**src/rtl/fetch_unit.sv**
```systemverilog
// Instruction fetch stage: PC, single-outstanding imem request FSM, response buffer and IF/ID register.
// state | meaning
// ISSUE | drive imem_req for pcF this cycle
// WAIT  | request outstanding, waiting for imem_valid
// DROP  | outstanding request was redirected away; discard its response
// HOLD  | response captured in buffer while pipeline is stalled
module fetch_unit #(
  parameter logic [31:0] RESET_PC  = 32'h0000_0000,
  parameter logic [31:0] NOP_INSTR = 32'h0000_0013
) (
  input  logic        clk,
  input  logic        rst,
  input  logic        stallF,
  input  logic        stallD,
  input  logic        flushD,
  input  logic        pc_srcE,
  input  logic [31:0] pc_targetE,
  output logic        imem_req,
  output logic [31:0] imem_addr,
  input  logic        imem_valid,
  input  logic [31:0] imem_rdata,
  output logic [31:0] pcF,
  output logic [31:0] instrD,
  output logic [31:0] pcD,
  output logic [31:0] pc_plus4D,
  output logic        validD,
  output logic        fetch_busy
);

  typedef enum logic [1:0] {
    ISSUE = 2'd0,
    WAIT  = 2'd1,
    DROP  = 2'd2,
    HOLD  = 2'd3
  } fetchState_t;

  fetchState_t state;
  fetchState_t stateNext;

  logic [31:0] bufInstr;
  logic [31:0] bufNext;
  logic [31:0] pcPlus4;
  logic [31:0] pcNext;
  logic        stallAny;
  logic        deliver;
  logic [31:0] deliverInstr;

  logic [31:0] instrNext;
  logic [31:0] pcDNext;
  logic [31:0] pcPlus4DNext;
  logic        validNext;

  assign pcPlus4  = pcF + 32'd4;
  assign stallAny = stallF | stallD;

  always_comb begin
    stateNext    = state;
    bufNext      = bufInstr;
    deliver      = 1'b0;
    deliverInstr = imem_rdata;
    imem_req     = 1'b0;
    case (state)
      ISSUE: begin
        imem_req  = 1'b1;
        stateNext = pc_srcE ? ISSUE : WAIT;
      end
      WAIT: begin
        if (pc_srcE) begin
          stateNext = imem_valid ? ISSUE : DROP;
        end else if (imem_valid) begin
          if (stallAny) begin
            bufNext   = imem_rdata;
            stateNext = HOLD;
          end else begin
            deliver   = 1'b1;
            stateNext = ISSUE;
          end
        end
      end
      DROP: begin
        if (imem_valid) begin
          stateNext = ISSUE;
        end
      end
      HOLD: begin
        deliverInstr = bufInstr;
        if (pc_srcE) begin
          bufNext   = '0;
          stateNext = ISSUE;
        end else if (!stallAny) begin
          deliver   = 1'b1;
          stateNext = ISSUE;
        end
      end
      default: stateNext = ISSUE;
    endcase
  end

  // A redirect always wins; otherwise the PC only moves when an instruction is handed over.
  always_comb begin
    pcNext = pcF;
    if (pc_srcE) begin
      pcNext = pc_targetE;
    end else if (deliver) begin
      pcNext = pcPlus4;
    end
  end

  // Flush beats stall beats delivery; an idle cycle leaves a bubble behind.
  always_comb begin
    instrNext    = instrD;
    pcDNext      = pcD;
    pcPlus4DNext = pc_plus4D;
    validNext    = validD;
    if (flushD) begin
      instrNext = NOP_INSTR;
      validNext = 1'b0;
    end else if (!stallD) begin
      if (deliver) begin
        instrNext    = deliverInstr;
        pcDNext      = pcF;
        pcPlus4DNext = pcPlus4;
        validNext    = 1'b1;
      end else begin
        instrNext = NOP_INSTR;
        validNext = 1'b0;
      end
    end
  end

  always_ff @(posedge clk) begin
    if (rst) begin
      state     <= ISSUE;
      pcF       <= RESET_PC;
      bufInstr  <= '0;
      instrD    <= NOP_INSTR;
      pcD       <= '0;
      pc_plus4D <= '0;
      validD    <= 1'b0;
    end else begin
      state     <= stateNext;
      pcF       <= pcNext;
      bufInstr  <= bufNext;
      instrD    <= instrNext;
      pcD       <= pcDNext;
      pc_plus4D <= pcPlus4DNext;
      validD    <= validNext;
    end
  end

  assign imem_addr  = pcF;
  assign fetch_busy = ~deliver;

endmodule

```
**config.mk**
```make
export PLATFORM = sky130hd
export DESIGN_NAME = fetch_unit
export DESIGN_NICKNAME = d
export VERILOG_FILES = /design/src/rtl/fetch_unit.sv
export SDC_FILE = /design/constraint.sdc
export NUM_CORES = 1
export LEC_CHECK = 0
export CELL_PAD_IN_SITES_DETAIL_PLACEMENT = 0
export CELL_PAD_IN_SITES_GLOBAL_PLACEMENT = 1
export CORE_ASPECT_RATIO = 0.9
export CORE_UTILIZATION = 36
export DETAILED_ROUTE_END_ITERATION = 16
export GPL_TIMING_DRIVEN = 0
export HOLD_SLACK_MARGIN = 0.12
export PLACE_DENSITY = 0.84
export SLEW_MARGIN = 40
export SYNTH_ARGS = -nofsm -noshare
export SYNTH_HDL_FRONTEND = slang
export SYNTH_SLANG_ARGS = --single-unit
```
**constraint.sdc**
```tcl
create_clock -name clk -period 3.3 [get_ports clk]
set_input_delay 0.495 -clock clk [delete_from_list [all_inputs] [get_ports clk]]
set_output_delay 0.495 -clock clk [all_outputs]
set_load 0.01 [all_outputs]
```
# Word-level counts from Yosys, hierarchy flattened
# Index checks and enable logic that the tools add are counted.
# op_classes
add_sub_neg	1
eq_ne	10
muxes	25
n_bitwise	4
reduce_logical	7
# ops
cell	n
32-bit 2-to-1 mux	8
32-bit case mux with 2 select lines	1
32-bit by 3-bit adder with 32-bit output, second input constant	1
2-bit 2-to-1 mux	7
2-bit inequality test, second input constant	5
2-bit case mux with 4 select lines	1
1-bit 2-to-1 mux	7
3-bit inequality test, second input constant	2
3-bit AND reduction	2
5-bit AND reduction	1
2-bit equality test, second input constant	2
2-bit nonzero test	2
1-bit NOT	3
2-bit by 1-bit equality test with 1-bit output, second input constant	1
2-bit logical NOT	1
1-bit case mux with 2 select lines	1
2-bit OR reduction	1
1-bit OR	1
# word_totals
regBits	163
input_bits	71
out_inout_bits	163
wordCells	54

# Logic depth before layout (Yosys ltp)
# Gate-level depths: netlist of the first run.
# depth
word_depth	7
depth_mapped	9
ltp_nobuf	6

# Worst setup path after synthesis of the first run
# Ideal clock, no wire load.
# synth_path
path_type	in2out
from	input stallD
to	output fetch_busy
t_arrival_ns	1.736
t_required_ns	2.805
path_slack_ns	1.069
stages	6
path_buffers	3
cell_sequence	clkbuf_1 nor4b_2 and2_1 inv_1 clkbuf_1 clkbuf_1
# synth_between
elab_chain_len	6
word_cells_on_any_way	7
classes_between	5 x mux; 2 x bitwise
# synth_lines
element	line	source
from (decl)	14	input logic stallD,
1-bit OR *	54	assign stallAny = stallF | stallD;
1-bit 2-to-1 mux *	71, 90	
1-bit 2-to-1 mux	70	end else if (imem_valid) begin
1-bit 2-to-1 mux	68	if (pc_srcE) begin
1-bit case mux with 2 select lines *	62	case (state)
1-bit NOT *	152	assign fetch_busy = ~deliver;
to (decl)	27	output logic fetch_busy
# Mark *: on every way between the ends. The rest lies on a longest branch, timed or not.

# Final worst setup path of the first run
# layout_path
from	input stallF
to	output fetch_busy
# layout_between
elab_chain_len	6
word_cells_on_any_way	7
classes_between	5 x mux; 2 x bitwise
# layout_lines
element	line	source
from (decl)	13	input logic stallF,
1-bit OR *	54	
1-bit 2-to-1 mux *	71, 90	
1-bit 2-to-1 mux	70	
1-bit 2-to-1 mux	68	
1-bit case mux with 2 select lines *	62	
1-bit NOT *	152	
# Marks and branches as above.

==> results.toml, run 1 <==
[floorplanning]
cell_row_count = 49
effective_utilization_at_floorplan_pct = 37.0
core_area_sq_mm = 0.0201
boundaryPins = 234
fp.dieW_um = 154
die-area_sq_mm = 0.0212
chipHeight_um = 138

[logic_synthesis]
ys.warnings.count = 0
synth_cells = 933
synth_area_per_cell_sq_um = 7.98
postSynth.topFlopCell = "dfxtp_1"
ys_seq_elements = 161
ys_seq_area_share_pct = 43.3
postSynth.asyncResetShare_pct = 0
synth_enable_flop_cells = 0
netlist_area_sq_mm = 0.00744
post_synth_net_total = 1005
synthDistinctLibCells = 52

[grt]
pin_count_of_the_biggest_net_entering_global_routing = 17
first_global_vias = 6977
globalRouteOverflowTotal = 0
initial_antenna_violation_count = 2
first_pass_grt_wire_length_um = 38800
global_route.usage.total_pct = 23.6

[worst_setup_path]
top_fanout_value_on_the_critical_path = 10
worstPathArrival_ps = 2620
worstSetupStartpointType = "input pin"
origin_of_the_critical_flop_to_flop_path = "imem_addr[2]"
setup.worst_path.start = "stallF"
timing.critical_path.to_type = "output pin"
required_ps = 2800
setup.worst_path.class = "in -> out"

[cts]
path_clk_slew_ps = 70
htreeDepth = 4
ctsLongestPathBuffers = 2
cts.sinks = 161
ctsRootBufferMaster = "clkbuf_16"
clock_insertion_delay_worst_skew_ps = 440
cts-buffers-inserted = 17
cts_tree = "done"

[sta]
rsz0062_at_grt = "false"
tightest_slew_ps = 841
setup_tns_ps = 0
slew_violations = 0
post-route-period-util_pct = 94.4
final_period_minus_worst_setup_slack_ps = 3120
setup_violations = 0
final.setup_skew_ps = 13.8
final-hold-violation-count = 0
fmax_mhz = 321
slew_headroom_pct = 43.9

[routing]
postRouteAntennaNets = 0
wl_met3_um = 1780
viasPerCell = 5.15
first_pass_iters = 6
post-route-drc-count = 0
vias = 7468
routed_wl_um = 25200
detail_route.wirelength.met1_um = 11300
met2_length_um = 11700
top_metal_used = "met4"
route.detailed.wl_per_inst_um = 17.4
drt-initial-drc-count = 457

[layout]
layout.cells.most_common_list = "231 x clkdlybuf4s50_1, 161 x dfxtp_1, 149 x nand2_1"
instances_no_fill = 1451
share_of_post_route_cells_with_drive_strength_above_1_pct = 11.6
layout.nets = 1255
areaGrowthSynthToFinish_pct = 44.1
layout.cells.most_common = "clkdlybuf4s50_1"
n_fill_cell = 1915

[power]
swShare_pct = 24.1
cellPowerDensity_mw_per_mm2 = 435
pwr-share-seq_pct = 43.4
leakage_nw = 3.79
internal_power_mw = 3.54
clockPowerShare_pct = 46.3
irDropWorstVdd_uv = 359
power_frac_comb_pct = 10.3
netSwitchingPower_mw = 1.13

[flow_run]
maxCapViolCount = 0

[placed_design]
gpl.final_weighted_congestion = 0.867
numPortBuffers = 231
place.detailed.hpwl_um = 18500
dp_cells = 1419

[min_path]
hold_path_startpoint = "pcD[15]"
hold_path.class = "reg -> reg"

[outcome]
run_status = "finished clean"
==> through the flow <==
stage	utilization [%]	power, mW	hold WS [ps]	instance area (sq um)	setup slack, ps
4_1_cts	53.3	4.69	456	10700	69.1
6_report	53.3	4.67	455	10700	184
3_5_place_dp	50.1	2.55	447	10100	-556
3_3_place_gp	50.1	2.55	442	10100	-603
5_1_grt	53.3	4.81	474	10700	109
2_1_floorplan	-	2.29	458	7440	1070
==> synthesized netlist by cell type (6+ instances only) <==
cell type | n | area [sq um]
a211oi_1 | 31 | 233
a21oi_1 | 112 | 561
a221oi_1 | 6 | 52.6
a31oi_1 | 14 | 87.6
and2_1 | 7 | 43.8
and3_1 | 6 | 37.5
buf_2 | 20 | 100
buf_4 | 42 | 315
clkbuf_1 | 47 | 176
dfxtp_1 | 161 | 3220
inv_1 | 36 | 135
mux2_2 | 30 | 338
nand2_1 | 149 | 559
nand3_1 | 15 | 75.1
nand4_1 | 7 | 43.8
nor2_1 | 117 | 439
nor3_1 | 13 | 65.1
nor4_1 | 6 | 37.5
o21ai_0 | 17 | 85.1
or3_1 | 9 | 56.3
xnor2_1 | 9 | 78.8
xor2_1 | 16 | 140
==> final timing paths <==
| kind | cells past startpoint | to | slack, ps |
|---|---|---|---|
| max | 6 | fetch_busy | 180 |
| min | 2 | pcD[15] | 460 |
| max reg2reg | 6 | imem_addr[22] | 680 |
| min reg2reg | 2 | pcD[15] | 460 |
==> power by group through the flow <==
stage               Clock [mW]  Sequential [mW]  Combinational (mW)
global placement             0             2.07               0.476
floorplan                    0             2.07               0.223
global route              2.26             2.03               0.516
detailed placement           0             2.07               0.478
finish                    2.16             2.03               0.481
CTS                       2.19             2.03               0.481
==> critical path, stage by stage <==
cell,delay (ps)
clkdlybuf4s50_1,450
nor4b_2,450
and2_2,330
clkinvlp_4,130
clkbuf_2,230
clkdlybuf4s50_1,530
==> registers in the layout, indices dropped and copies added (netlist names) <==
| signal | count |
|---|---|
| pc_plus4D | 30 |
| pcD | 32 |
| validD | 1 |
| state | 2 |
| bufInstr | 32 |
| instrD | 32 |
| imem_addr | 32 |
==> kinds of logic after synthesis <==
logic type	synth area share (%)
AND/OR/NAND/NOR	21.8
multiplexers	5.21
adder cells (fa/ha/maj)	0.168
flip-flops	43.3
AO/OA/AOI/OAI	16.7
XOR/XNOR	2.94
buffers and inverters	9.87
==> routing by layer <==
metal | global-route usage (%) | vias to the layer above
met5 | 0 | -
met4 | 9.05 | 0
met3 | 5.89 | 34
met2 | 37.7 | 276
met1 | 30.7 | 3524
li1 | - | 3634
==> area by class of cell <==
cell class,instances,area [sq um],share of cell area [%]
multi-input combinational,625,3480,32.5
sequential,161,3220,30.1
buffer,110,597,5.57
timing repair buffer,232,2320,21.6
inverter,36,139,1.30
clock buffer,19,453,4.23
antenna,2,5.00,0.0467
clock inverter,11,180,1.68
tap,255,319,2.98
==> repair_timing <==
| action | in CTS | in global routing |
|---|---|---|
| endpoints found under the hold margin | 0 | 0 |
| gates resized for setup | 2 | 1 |
| setup buffers | 1 | 0 |
| setup endpoints to repair | 1 | 1 |
| hold buffers | 0 | 0 |
Power figures use the tool's default switching activity.
==> run 2, diff against run 1 <==
- SKIP_LAST_GASP: default -> 1
==> results of run 2 <==
Same layout as run 1: the final DEF is identical, and so are final timing and power.
==> run 3, diff against run 2 <==
- CORE_UTILIZATION: 36 -> 34
- PLACE_DENSITY: 0.84 -> 0.8
- clock period: 3.3 -> 3.2 ns (I/O delays scaled with it)
==> run 3 against run 2 <==
Combinational power increased by 4%. Flip-flop and latch count did not move. Cell area shrank 0.27%. Die area increased by 5.8%. Final cell count rose by 2.1%. Utilization fell by 2.7 points. Global-route usage fell by 0.64 points. Largest power group is now registers. Sequential power is 3% higher. Non-clock buffer count is the same. Critical path depth is the same.
==> results.toml, run 3 (synthesis gave the netlist of run 1 again) <==
[outcome]
run_status = "finished clean"

[min_path]
hold_path_startpoint = "pcD[14]"
whs_path_depth = 2
worstHoldEndpoint = "pcD[14]"
hold_path.class = "reg -> reg"

[placed_design]
gpl.final_weighted_congestion = 0.831
dp_cells = 1450
numPortBuffers = 231
place.detailed.hpwl_um = 18900

[grt]
pin_count_of_the_biggest_net_entering_global_routing = 17
globalRouteOverflowTotal = 0
first_pass_grt_wire_length_um = 39000
global_route.usage.total_pct = 23.0
initial_antenna_violation_count = 0
first_global_vias = 6842

[worst_setup_path]
origin_of_the_critical_flop_to_flop_path = "imem_addr[2]"
r2r_cells = 6
worst_r2r_endpoint = "imem_addr[24]"
timing.critical_path.to_type = "output pin"
reg2reg_setup_slack_ps = 540
crit_path_top_delay_cell = "clkdlybuf4s50_1"
timing.critical_path.max_delay_family = "buffers and inverters"
critical-path-top-cell-by-count = "clkdlybuf4s50_1"
worstPathBufferInverterCount = 4
crit_path_cells = "clkdlybuf4s50_1 > nor4b_4 > and2_2 > clkinvlp_4 > clkbuf_2 > clkdlybuf4s50_1"
max_stage_delay_ps = 540
setup.worst_path.class = "in -> out"
worstSetupStartpointType = "input pin"
required_ps = 2720
worstPathArrival_ps = 2590
top_fanout_value_on_the_critical_path = 10

[sta]
tightest_slew_ps = 780
final.setup_skew_ps = 11.3
final_period_minus_worst_setup_slack_ps = 3070
fmax_mhz = 326
slew_violations = 0
slew_headroom_pct = 48.0
final-hold-violation-count = 0
setup_violations = 0
rsz0062_at_grt = "false"
post-route-period-util_pct = 95.9
worst_hold_slack_ps = 456

[routing]
post-route-drc-count = 0
first_pass_iters = 5
drt-initial-drc-count = 416
route.detailed.wl_per_inst_um = 17.3
viasPerCell = 5.00
vias = 7407
postRouteAntennaNets = 0
routed_wl_um = 25600

[layout]
instances_no_fill = 1482
layout.cells.most_common_list = "231 x clkdlybuf4s50_1, 161 x dfxtp_1, 149 x nand2_1"
antenna_diode_count = 0
areaGrowthSynthToFinish_pct = 43.7
layout.cells.most_common = "clkdlybuf4s50_1"
share_of_post_route_cells_with_drive_strength_above_1_pct = 11.8
layout.nets = 1255

[floorplanning]
effective_utilization_at_floorplan_pct = 35.2
fp.dieW_um = 158
chipHeight_um = 142
boundaryPins = 234
die-area_sq_mm = 0.0225
core_area_sq_mm = 0.0211
cell_row_count = 50

[cts]
cts.sinks = 161
cts.hold.buffers_added = 0
ctsLongestPathBuffers = 2
path_clk_slew_ps = 70
clock_insertion_delay_worst_skew_ps = 430
htreeDepth = 4
ctsRootBufferMaster = "clkbuf_16"
cts_tree = "done"
cts-buffers-inserted = 17

[flow_run]
maxCapViolCount = 0

[power]
design_power_total_mw = 4.58
cellPowerDensity_mw_per_mm2 = 428
irDropWorstVdd_uv = 263
leakage_nw = 3.77
## run 3: power breakdown
group / internal (mW) / leakage [nW] / switching (mW)
sequential: 2.04 / 1.30 / 0.0517
clock: 1.08 / 0.269 / 0.905
combinational: 0.265 / 2.19 / 0.233
total: 3.39 / 3.77 / 1.19
## run 3: timing repair
action,4_1_cts,5_1_grt
resized for setup,3,1
endpoints found under the setup margin,1,1
buffers inserted,1,0
cloned,0,0
## run 3: worst max path at each step
stage / from / end / slack, ps / cells after the start
floorplan: imem_addr[2] / imem_addr[22] / 990 / 6
global placement: imem_valid / fetch_busy / -670 / 7
detailed placement: imem_valid / fetch_busy / -670 / 7
CTS: pc_srcE / fetch_busy / 50 / 6
global route: stallF / fetch_busy / 70 / 6
finish: stallF / fetch_busy / 130 / 6
## run 3: metrics by stage
| stage | setup slack (ps) | cell area (sq um) | TNS [ps] | util, % |
|---|---|---|---|---|
| 3_3_place_gp | -675 | 10100 | -675 | 47.8 |
| 6_report | 133 | 10700 | 0 | 50.6 |
| 4_1_cts | 47.7 | 10700 | 0 | 50.6 |
| 5_1_grt | 69.4 | 10700 | 0 | 50.6 |
| 3_5_place_dp | -668 | 10100 | -668 | 47.8 |
| 2_1_floorplan | 989 | 7440 | 0 | - |
## run 3: cell type report
cell class | instances | area, sq um
inverters | 36 | 139
flip-flops and latches | 161 | 3220
multi-input cells | 625 | 3490
plain buffers | 110 | 598
clock buffers | 18 | 429
repair buffers | 232 | 2320
well taps | 286 | 358
clock inverters | 14 | 131
fillers | 2168 | 10500
## run 3: per-layer routing
layer,routed length [um],GRT usage [%]
met4,360,5.82
met3,1980,5.42
met1,11500,31.4
met2,11700,36.2
met5,0,0
## run 3: worst reg2reg max path: stages (launching register included)
cell and delay (ps):
dfxtp_1 530, ha_1 310, nand3_2 250, nor4_1 710, nand3_1 270, or3_1 360
a31oi_1 160
